## src/rtl/mul_if.sv

```systemverilog
// Operand/result bundle between the control unit and the iterative multiplier.
// Valid/ready contract: Start is sampled only while Busy is low; Result/MulFlags are valid in the cycle Done is high.
interface mul_if;
  logic [31:0] SrcA;
  logic [31:0] SrcB;
  logic [31:0] Acc;
  logic        Accumulate;
  logic        Start;
  logic [31:0] Result;
  logic [1:0]  MulFlags;
  logic        Busy;
  logic        Done;

  modport master (
    output SrcA, SrcB, Acc, Accumulate, Start,
    input  Result, MulFlags, Busy, Done
  );

  modport slave (
    input  SrcA, SrcB, Acc, Accumulate, Start,
    output Result, MulFlags, Busy, Done
  );
endinterface

```

## src/rtl/mul_unit.sv

```systemverilog
// Iterative shift-add 32-bit MUL/MLA: one multiplier bit per RUN cycle, early exit
// once the remaining multiplier is zero, registered low-32 result plus {N,Z}.
module mul_unit (
  input  logic       clk,
  input  logic       reset_n,
  mul_if.slave       bus,
  output logic [1:0] state_o
);

  localparam logic [1:0] ST_IDLE = 2'd0;
  localparam logic [1:0] ST_RUN  = 2'd1;
  localparam logic [1:0] ST_DONE = 2'd2;

  logic [1:0]  state_q,  state_d;
  logic [31:0] mcand_q,  mcand_d;
  logic [31:0] mplier_q, mplier_d;
  logic [31:0] acc_q,    acc_d;
  logic [4:0]  count_q,  count_d;
  logic [31:0] result_q, result_d;
  logic [1:0]  flags_q,  flags_d;

  logic [31:0] acc_step;
  logic [31:0] mplier_step;
  logic        run_last;

  // One shift-add step; the exit test looks at the post-update multiplier.
  assign acc_step    = mplier_q[0] ? (acc_q + mcand_q) : acc_q;
  assign mplier_step = {1'b0, mplier_q[31:1]};
  assign run_last    = (mplier_step == 32'd0) || (count_q == 5'd31);

  always_comb begin
    state_d  = state_q;
    mcand_d  = mcand_q;
    mplier_d = mplier_q;
    acc_d    = acc_q;
    count_d  = count_q;
    result_d = result_q;
    flags_d  = flags_q;
    case (state_q)
      ST_IDLE: begin
        if (bus.Start) begin
          mcand_d  = bus.SrcA;
          mplier_d = bus.SrcB;
          acc_d    = bus.Accumulate ? bus.Acc : 32'd0;
          count_d  = 5'd0;
          state_d  = ST_RUN;
        end
      end
      ST_RUN: begin
        acc_d    = acc_step;
        mcand_d  = {mcand_q[30:0], 1'b0};
        mplier_d = mplier_step;
        count_d  = count_q + 5'd1;
        if (run_last) begin
          result_d = acc_step;
          flags_d  = {acc_step[31], (acc_step == 32'd0)};
          state_d  = ST_DONE;
        end
      end
      ST_DONE: state_d = ST_IDLE;
      default: state_d = ST_IDLE;
    endcase
  end

  always_ff @(posedge clk or negedge reset_n) begin
    if (!reset_n) begin
      state_q  <= ST_IDLE;
      mcand_q  <= 32'd0;
      mplier_q <= 32'd0;
      acc_q    <= 32'd0;
      count_q  <= 5'd0;
      result_q <= 32'd0;
      flags_q  <= 2'b01;
    end else begin
      state_q  <= state_d;
      mcand_q  <= mcand_d;
      mplier_q <= mplier_d;
      acc_q    <= acc_d;
      count_q  <= count_d;
      result_q <= result_d;
      flags_q  <= flags_d;
    end
  end

  // Status outputs decode flops only, so no input reaches an output combinationally.
  assign bus.Result   = result_q;
  assign bus.MulFlags = flags_q;
  assign bus.Busy     = (state_q != ST_IDLE);
  assign bus.Done     = (state_q == ST_DONE);
  assign state_o      = state_q;

endmodule

```

## src/flat_wrapper.sv

```systemverilog
// flat-port wrapper written by rule: the top's interface ports become plain ports
module mul_unit_flat 
  (clk, reset_n, state_o, bus_SrcA, bus_SrcB, bus_Acc, bus_Accumulate, bus_Start, bus_Result, bus_MulFlags, bus_Busy, bus_Done);
  mul_if bus_i ();
  input  logic clk;
  input  logic reset_n;
  output logic [1:0] state_o;
  input wire logic [$bits(bus_i.SrcA)-1:0] bus_SrcA;
  input wire logic [$bits(bus_i.SrcB)-1:0] bus_SrcB;
  input wire logic [$bits(bus_i.Acc)-1:0] bus_Acc;
  input wire logic [$bits(bus_i.Accumulate)-1:0] bus_Accumulate;
  input wire logic [$bits(bus_i.Start)-1:0] bus_Start;
  output wire logic [$bits(bus_i.Result)-1:0] bus_Result;
  output wire logic [$bits(bus_i.MulFlags)-1:0] bus_MulFlags;
  output wire logic [$bits(bus_i.Busy)-1:0] bus_Busy;
  output wire logic [$bits(bus_i.Done)-1:0] bus_Done;
  assign bus_i.SrcA = bus_SrcA;
  assign bus_i.SrcB = bus_SrcB;
  assign bus_i.Acc = bus_Acc;
  assign bus_i.Accumulate = bus_Accumulate;
  assign bus_i.Start = bus_Start;
  assign bus_Result = bus_i.Result;
  assign bus_MulFlags = bus_i.MulFlags;
  assign bus_Busy = bus_i.Busy;
  assign bus_Done = bus_i.Done;
  mul_unit u_core (.clk(clk), .reset_n(reset_n), .bus(bus_i), .state_o(state_o));
endmodule
```

## config.mk

```make
export PLATFORM = sky130hd
export DESIGN_NAME = mul_unit_flat
export DESIGN_NICKNAME = d
export VERILOG_FILES = /design/src/rtl/mul_if.sv /design/src/rtl/mul_unit.sv /design/src/flat_wrapper.sv
export SDC_FILE = /design/constraint.sdc
export NUM_CORES = 1
export LEC_CHECK = 0
export ABC_AREA = 1
export CAP_MARGIN = 0
export CORE_MARGIN = 3
export CORE_UTILIZATION = 40
export CTS_BUF_LIST = sky130_fd_sc_hd__clkbuf_16
export CTS_CLUSTER_DIAMETER = 80
export CTS_CLUSTER_SIZE = 16
export DETAILED_ROUTE_END_ITERATION = 8
export PLACE_DENSITY_LB_ADDON = 0.15
export SYNTH_ARGS = -nofsm -noshare
export SYNTH_HDL_FRONTEND = slang
export SYNTH_SLANG_ARGS = --single-unit
export TNS_END_PERCENT = 1
```

## constraint.sdc

```tcl
create_clock -name clk -period 4.4 [get_ports clk]
set_input_delay 1.1 -clock clk [delete_from_list [all_inputs] [get_ports clk]]
set_output_delay 1.1 -clock clk [all_outputs]
set_load 0.01 [all_outputs]
```

Yosys cells after proc, flatten, opt, wreduce, memory -nomap -nowiden
Cells that the tools add are included.
{"block": "totals", "latchBits": 0, "n_memories": 0, "register_bits": 137, "output_inout_bits": 38, "inputBits": 100, "word_cells": 36, "mem_bits_rw": 0, "rom_bits": 0}
{"block": "classes", "muxes": 13, "n_reduce_logical": 9, "shifts": 0, "order_cmp": 0, "n_addsub": 2, "div_mod_pow": 0, "bitwise": 0, "mul": 0, "n_eq_ne": 5}
{"cell": "case mux 32 bit (2 select lines)", "n": 3}
{"cell": "2-to-1 mux 32 bit", "n": 5}
{"cell": "zero test 32 bit", "n": 2}
{"cell": "adder 32 bit", "n": 1}
{"cell": "case mux 5 bit (2 select lines)", "n": 1}
{"cell": "AND reduction 2 bit", "n": 3}
{"cell": "adder 5 x 1 -> 5 bit, second input constant", "n": 1}
{"cell": "equality test 5 bit, second input constant", "n": 1}
{"cell": "2-to-1 mux 5 bit", "n": 1}
{"cell": "2-to-1 mux 2 bit", "n": 2}
{"cell": "case mux 2 bit (2 select lines)", "n": 1}
{"cell": "nonzero test 2 bit", "n": 2}
{"cell": "equality test 2 x 1 -> 1 bit, second input constant", "n": 1}
{"cell": "equality test 2 bit, second input constant", "n": 1}
{"cell": "zero test 2 bit", "n": 1}
{"cell": "inequality test 2 x 1 -> 1 bit, second input constant", "n": 1}
{"cell": "inequality test 2 bit, second input constant", "n": 1}
{"cell": "logical OR 1 bit", "n": 1}

Logic depth before layout (Yosys ltp)
{"block": "logic_depth", "word_depth": 4, "ltp_mapped": 19, "mapped_depth_nobuf": 19}

Worst setup path after synthesis
Ideal clock, no wire load.
{"block": "synth_path", "path_kind": "input to register", "from": "input port bus_Start", "to": "register u_core.mcand_q[14]", "path_stages": 7, "t_arrival_ps": 2057, "path_slack_ps": 2256, "required_time_ps": 4313, "n_path_buf": 2, "path_cell_list": "nand3_1 inv_2 nor2_2 inv_2 buf_2 buf_1 o211ai_1"}
{"block": "synth_via", "elab_chain_cells": 2}
{"element": "start: declaration", "line_no": "flat_wrapper.sv:12", "text": "input wire logic [$bits(bus_i.Start)-1:0] bus_Start;"}
{"element": "inequality test 2 bit (no source line)"}
{"element": "AND reduction 2 bit (no source line)"}
{"element": "end signal: assignment", "line_no": "mul_unit.sv:76", "text": "mcand_q <= mcand_d;"}
{"element": "end: declaration", "line_no": "mul_unit.sv:15", "text": "logic [31:0] mcand_q, mcand_d;"}
Every way passes these cells.
A chain may end at the register's enable or synchronous reset.

Final worst setup path
{"block": "layout_path", "from": "register u_core.acc_q[0]", "to": "register u_core.flags_q[0] (netlist: u_core.bus.MulFlags[0])"}
{"block": "layout_via", "elab_chain_cells": 3}
{"element": "start: declaration", "line_no": "mul_unit.sv:17", "text": "logic [31:0] acc_q, acc_d;"}
{"element": "start signal: assignment", "line_no": "mul_unit.sv:70", "text": "acc_q <= 32'd0;"}
{"element": "start signal: assignment", "line_no": "mul_unit.sv:78", "text": "acc_q <= acc_d;"}
{"element": "adder 32 bit", "line_no": "mul_unit.sv:27", "text": "assign acc_step = mplier_q[0] ? (acc_q + mcand_q) : acc_q;"}
{"element": "2-to-1 mux 32 bit (*)", "line_no": "mul_unit.sv:27"}
{"element": "zero test 32 bit (*)", "line_no": "mul_unit.sv:56", "text": "flags_d = {acc_step[31], (acc_step == 32'd0)};"}
{"element": "end signal: assignment", "line_no": "mul_unit.sv:81", "text": "flags_q <= flags_d;"}
{"element": "end: declaration", "line_no": "mul_unit.sv:20", "text": "logic [1:0] flags_q, flags_d;"}
Mark *: on every way between the ends. The rest lies on a longest branch, timed or not.

==> impl_metrics.csv <==
group,metric,value,unit
cells_and_area,final_common_cell,"nand2_1",
critical_path,slowest_stage,"fa_1",
grt,grt-busiest-layer,"met2",
route,viasPerCell,5.161,
floorplanning,die_h,154.2,um
synthesis,synthCells,1253,
placement,port_buffers,137,
critical_path,startpoint_type,"flop",
cells_and_area,drive_above_1_share,7.448,%
cells_and_area,fin_nets,1504,
cts,cts_hold_buf,0,
critical_path,cp_common_cell,"nand2_1",
route,dr.pass1.iters,5,
synthesis,ys_ff_latch,136,
cts,cts_tree,"done",
grt,track_usage,23.72,%
synthesis,ys.flop_type,"dfrtp_1",
cts,cts_resized,0,
timing,worst_clock_skew,13.96,ps
critical_path,cp_cell_sequence,"ha_1 -> fa_1 -> nand2_1 -> nand3_1 -> nand3_1 -> nand2_1 -> nand2_1 -> nand3_1 -> o21ai_0 -> nand2_1 -> nor2_1 -> nand3_1 -> nor2_1 -> nand2_1 -> nor2_1 -> nand2_1 -> nand2_1",
grt,antenna_found_initial,1,
cells_and_area,mostFrequentLayoutCells,"nand2_1, inv_1, clkdlybuf4s50_1",
critical_path,cp_top_family,"simple AND/OR/NAND/NOR gates",
timing,layout_min_cycle_time,2842,ps
cells_and_area,syn_to_final_growth,25.18,%
critical_path,cp_num_buf_inv,0,
cts,root_buffer,"clkbuf_16",
timing,relSlewSlack,30.89,%
floorplanning,die_area,0.02379,mm^2
cts,cts_buffer_depth,2,
route,drc,0,
route,num_vias,8557,
critical_path,crit_type,"flop to flop",
outcome,outcome,"finished, final reports clean",
cts,cts_post_setup_buffers_inserted,0,
placement,dp_hpwl,20.19,mm
route,wl,27.78,mm
grt,grt_use_met3,4.617,%
timing,slew_viol_final,0,
cells_and_area,final_util,51.70,%
critical_path,worst_ep_required_time,4770,ps
timing,period_share,64.60,%
flow_run,drv_cap,0,
power_and_ir_drop,max-vdd-ir-drop,334.8,uV
timing,setup_viol,0,
worst_hold_path,hp-class,"flop to flop",
cells_and_area,antenna_cells,0,
cts,cts_max_level,4,
grt,grt_pass1_wl,45.11,mm
grt,use_met2,37.21,%
critical_path,reg2reg_slack,1560,ps
grt,grt_pass1_vias,8543,
timing,hold_viol_final,0,
floorplanning,ioPinCount,138,
placement,place_congestion,0.9271,
synthesis,syn_area,0.008791,mm^2
timing,setup_tns,0,ps
synthesis,async_flop_share,100.0,%
cts,cts-buffers-inserted,17,
floorplanning,rows,53,
floorplanning,die_x,154.2,um
synthesis,ys_types,42,
synthesis,seq_area_frac_synth,38.73,%
cts,clkTransAtPathRegs,70,ps
critical_path,path_max_fanout,4,
route,drtAntennaViolNets,0,
synthesis,syn_area_per_cell,7.016,um^2
grt,grt_max_degree,98,
power_and_ir_drop,power.total,0.009026,W
cts,cts_sinks,136,
timing,fmax,351.8,MHz
route,drtIter0Drc,602,
synthesis,synth-edff-count,0,
floorplanning,core_area,0.02129,mm^2
power_and_ir_drop,p_per_area,820.2,mW/mm^2
synthesis,synth_fp_nets,1387,
grt,gr-total-overflow,0,
floorplanning,start_util,41.30,%
timing,hold_ws,475.8,ps
grt,grt_use_met1,33.84,%
power_and_ir_drop,cellLeakagePower,5.374,nW
timing,rsz0062_at_grt,"no",
cts,clk_latency,430,ps
timing,tightest_slew,1037,ps
route,wire_per_inst,16.75,um
synthesis,ys_warn_count,0,
critical_path,crit_arrival,3210,ps
critical_path,worstSetupEndpointType,"flop",
critical_path,worst_path_largest_cell_delay,490,ps
## layout make-up
| cell class | instances | area, um^2 |
|---|---|---|
| Inverter | 172 | 645.6 |
| Clock buffer | 17 | 425.4 |
| Sequential cell | 136 | 3405 |
| Multi-Input combinational cell | 899 | 4554 |
| Timing Repair Buffer | 144 | 1438 |
| Clock inverter | 15 | 192.7 |
| Fill cell | 2068 | 10280 |
| Tap cell | 275 | 344.1 |
## cells by family after synthesis
| family | after synthesis | synth area share [%] |
|---|---|---|
| buffers and inverters | 218 | 9.607 |
| AND/OR/NAND/NOR | 697 | 33.77 |
| XOR/XNOR | 4 | 0.3986 |
| adder cells (fa/ha/maj) | 34 | 4.925 |
| flip-flops | 136 | 38.73 |
| AO/OA/AOI/OAI | 164 | 12.57 |
## path summary, 6_finish.rpt
path,startpoint,end,cells after the start
max in group asynchronous,reset_n,u_core.acc_q[3],2
hold / removal,u_core.bus.MulFlags[0],u_core.bus.MulFlags[0],2
setup reg to reg,u_core.acc_q[0],u_core.bus.MulFlags[0],17
hold reg to reg,u_core.bus.MulFlags[0],u_core.bus.MulFlags[0],2
min in group asynchronous,reset_n,u_core.bus.Result[20],1
setup / recovery,u_core.acc_q[0],u_core.bus.MulFlags[0],17
## worst reg2reg max path, delay by kind of cell (launching register included)
kind / cells / cell delay [ps]
DFF: 1 / 380
AOI/OAI and AO/OA: 1 / 180
adders and majority gates: 2 / 740
and+or+nand+nor: 14 / 1490
## per-layer routing
layer | wire length (um) | vias up
met2 | 12490 | 245
met1 | 13150 | 4007
li1 | - | 4272
met3 | 1719 | 31
met5 | 11 | -
met4 | 409 | 2
## through the flow
step                      cells  setup slack (ps)  cell area (um^2)
after CTS                  1658              1563             11000
after detailed placement   1626              1388             10390
final                      1658              1558             11000
after floorplan            1253              2256              8791
after global placement     1626              1462             10390
after global routing       1658              1274             11000
## synth_stat cells, types with 3 or more instances
library cell | number | area, um^2
buf_4 | 4 | 30.03
a21oi_1 | 19 | 95.09
nor2_1 | 72 | 270.3
nand4_1 | 9 | 56.30
o221ai_1 | 18 | 157.7
nor2_2 | 4 | 25.02
nand2_1 | 454 | 1704
inv_2 | 9 | 33.78
clkbuf_1 | 33 | 123.9
a22oi_1 | 18 | 135.1
o21ai_0 | 18 | 90.09
buf_1 | 5 | 18.77
ha_1 | 33 | 412.9
nand2_2 | 27 | 168.9
nand3_1 | 111 | 555.5
o21ai_1 | 30 | 150.1
buf_2 | 3 | 15.01
o211ai_1 | 48 | 360.4
nor3_2 | 3 | 30.03
dfrtp_1 | 135 | 3378
inv_1 | 162 | 608.1
nor2_4 | 8 | 90.09
## report_power, final
group          internal [W]  switching, W  total, W
registers           0.00182      0.000476   0.00229
clock network      0.000907      0.000611   0.00152
logic               0.00189       0.00332   0.00522
## flip-flops by register name, indices dropped and copies added, names as in the netlist
signal	count
u_core.bus.Result	31
u_core.bus.MulFlags	2
u_core.mcand_q	32
u_core.state_o	2
u_core.acc_q	32
u_core.count_q	5
u_core.mplier_q	32
(Power assumes the default switching activity.)
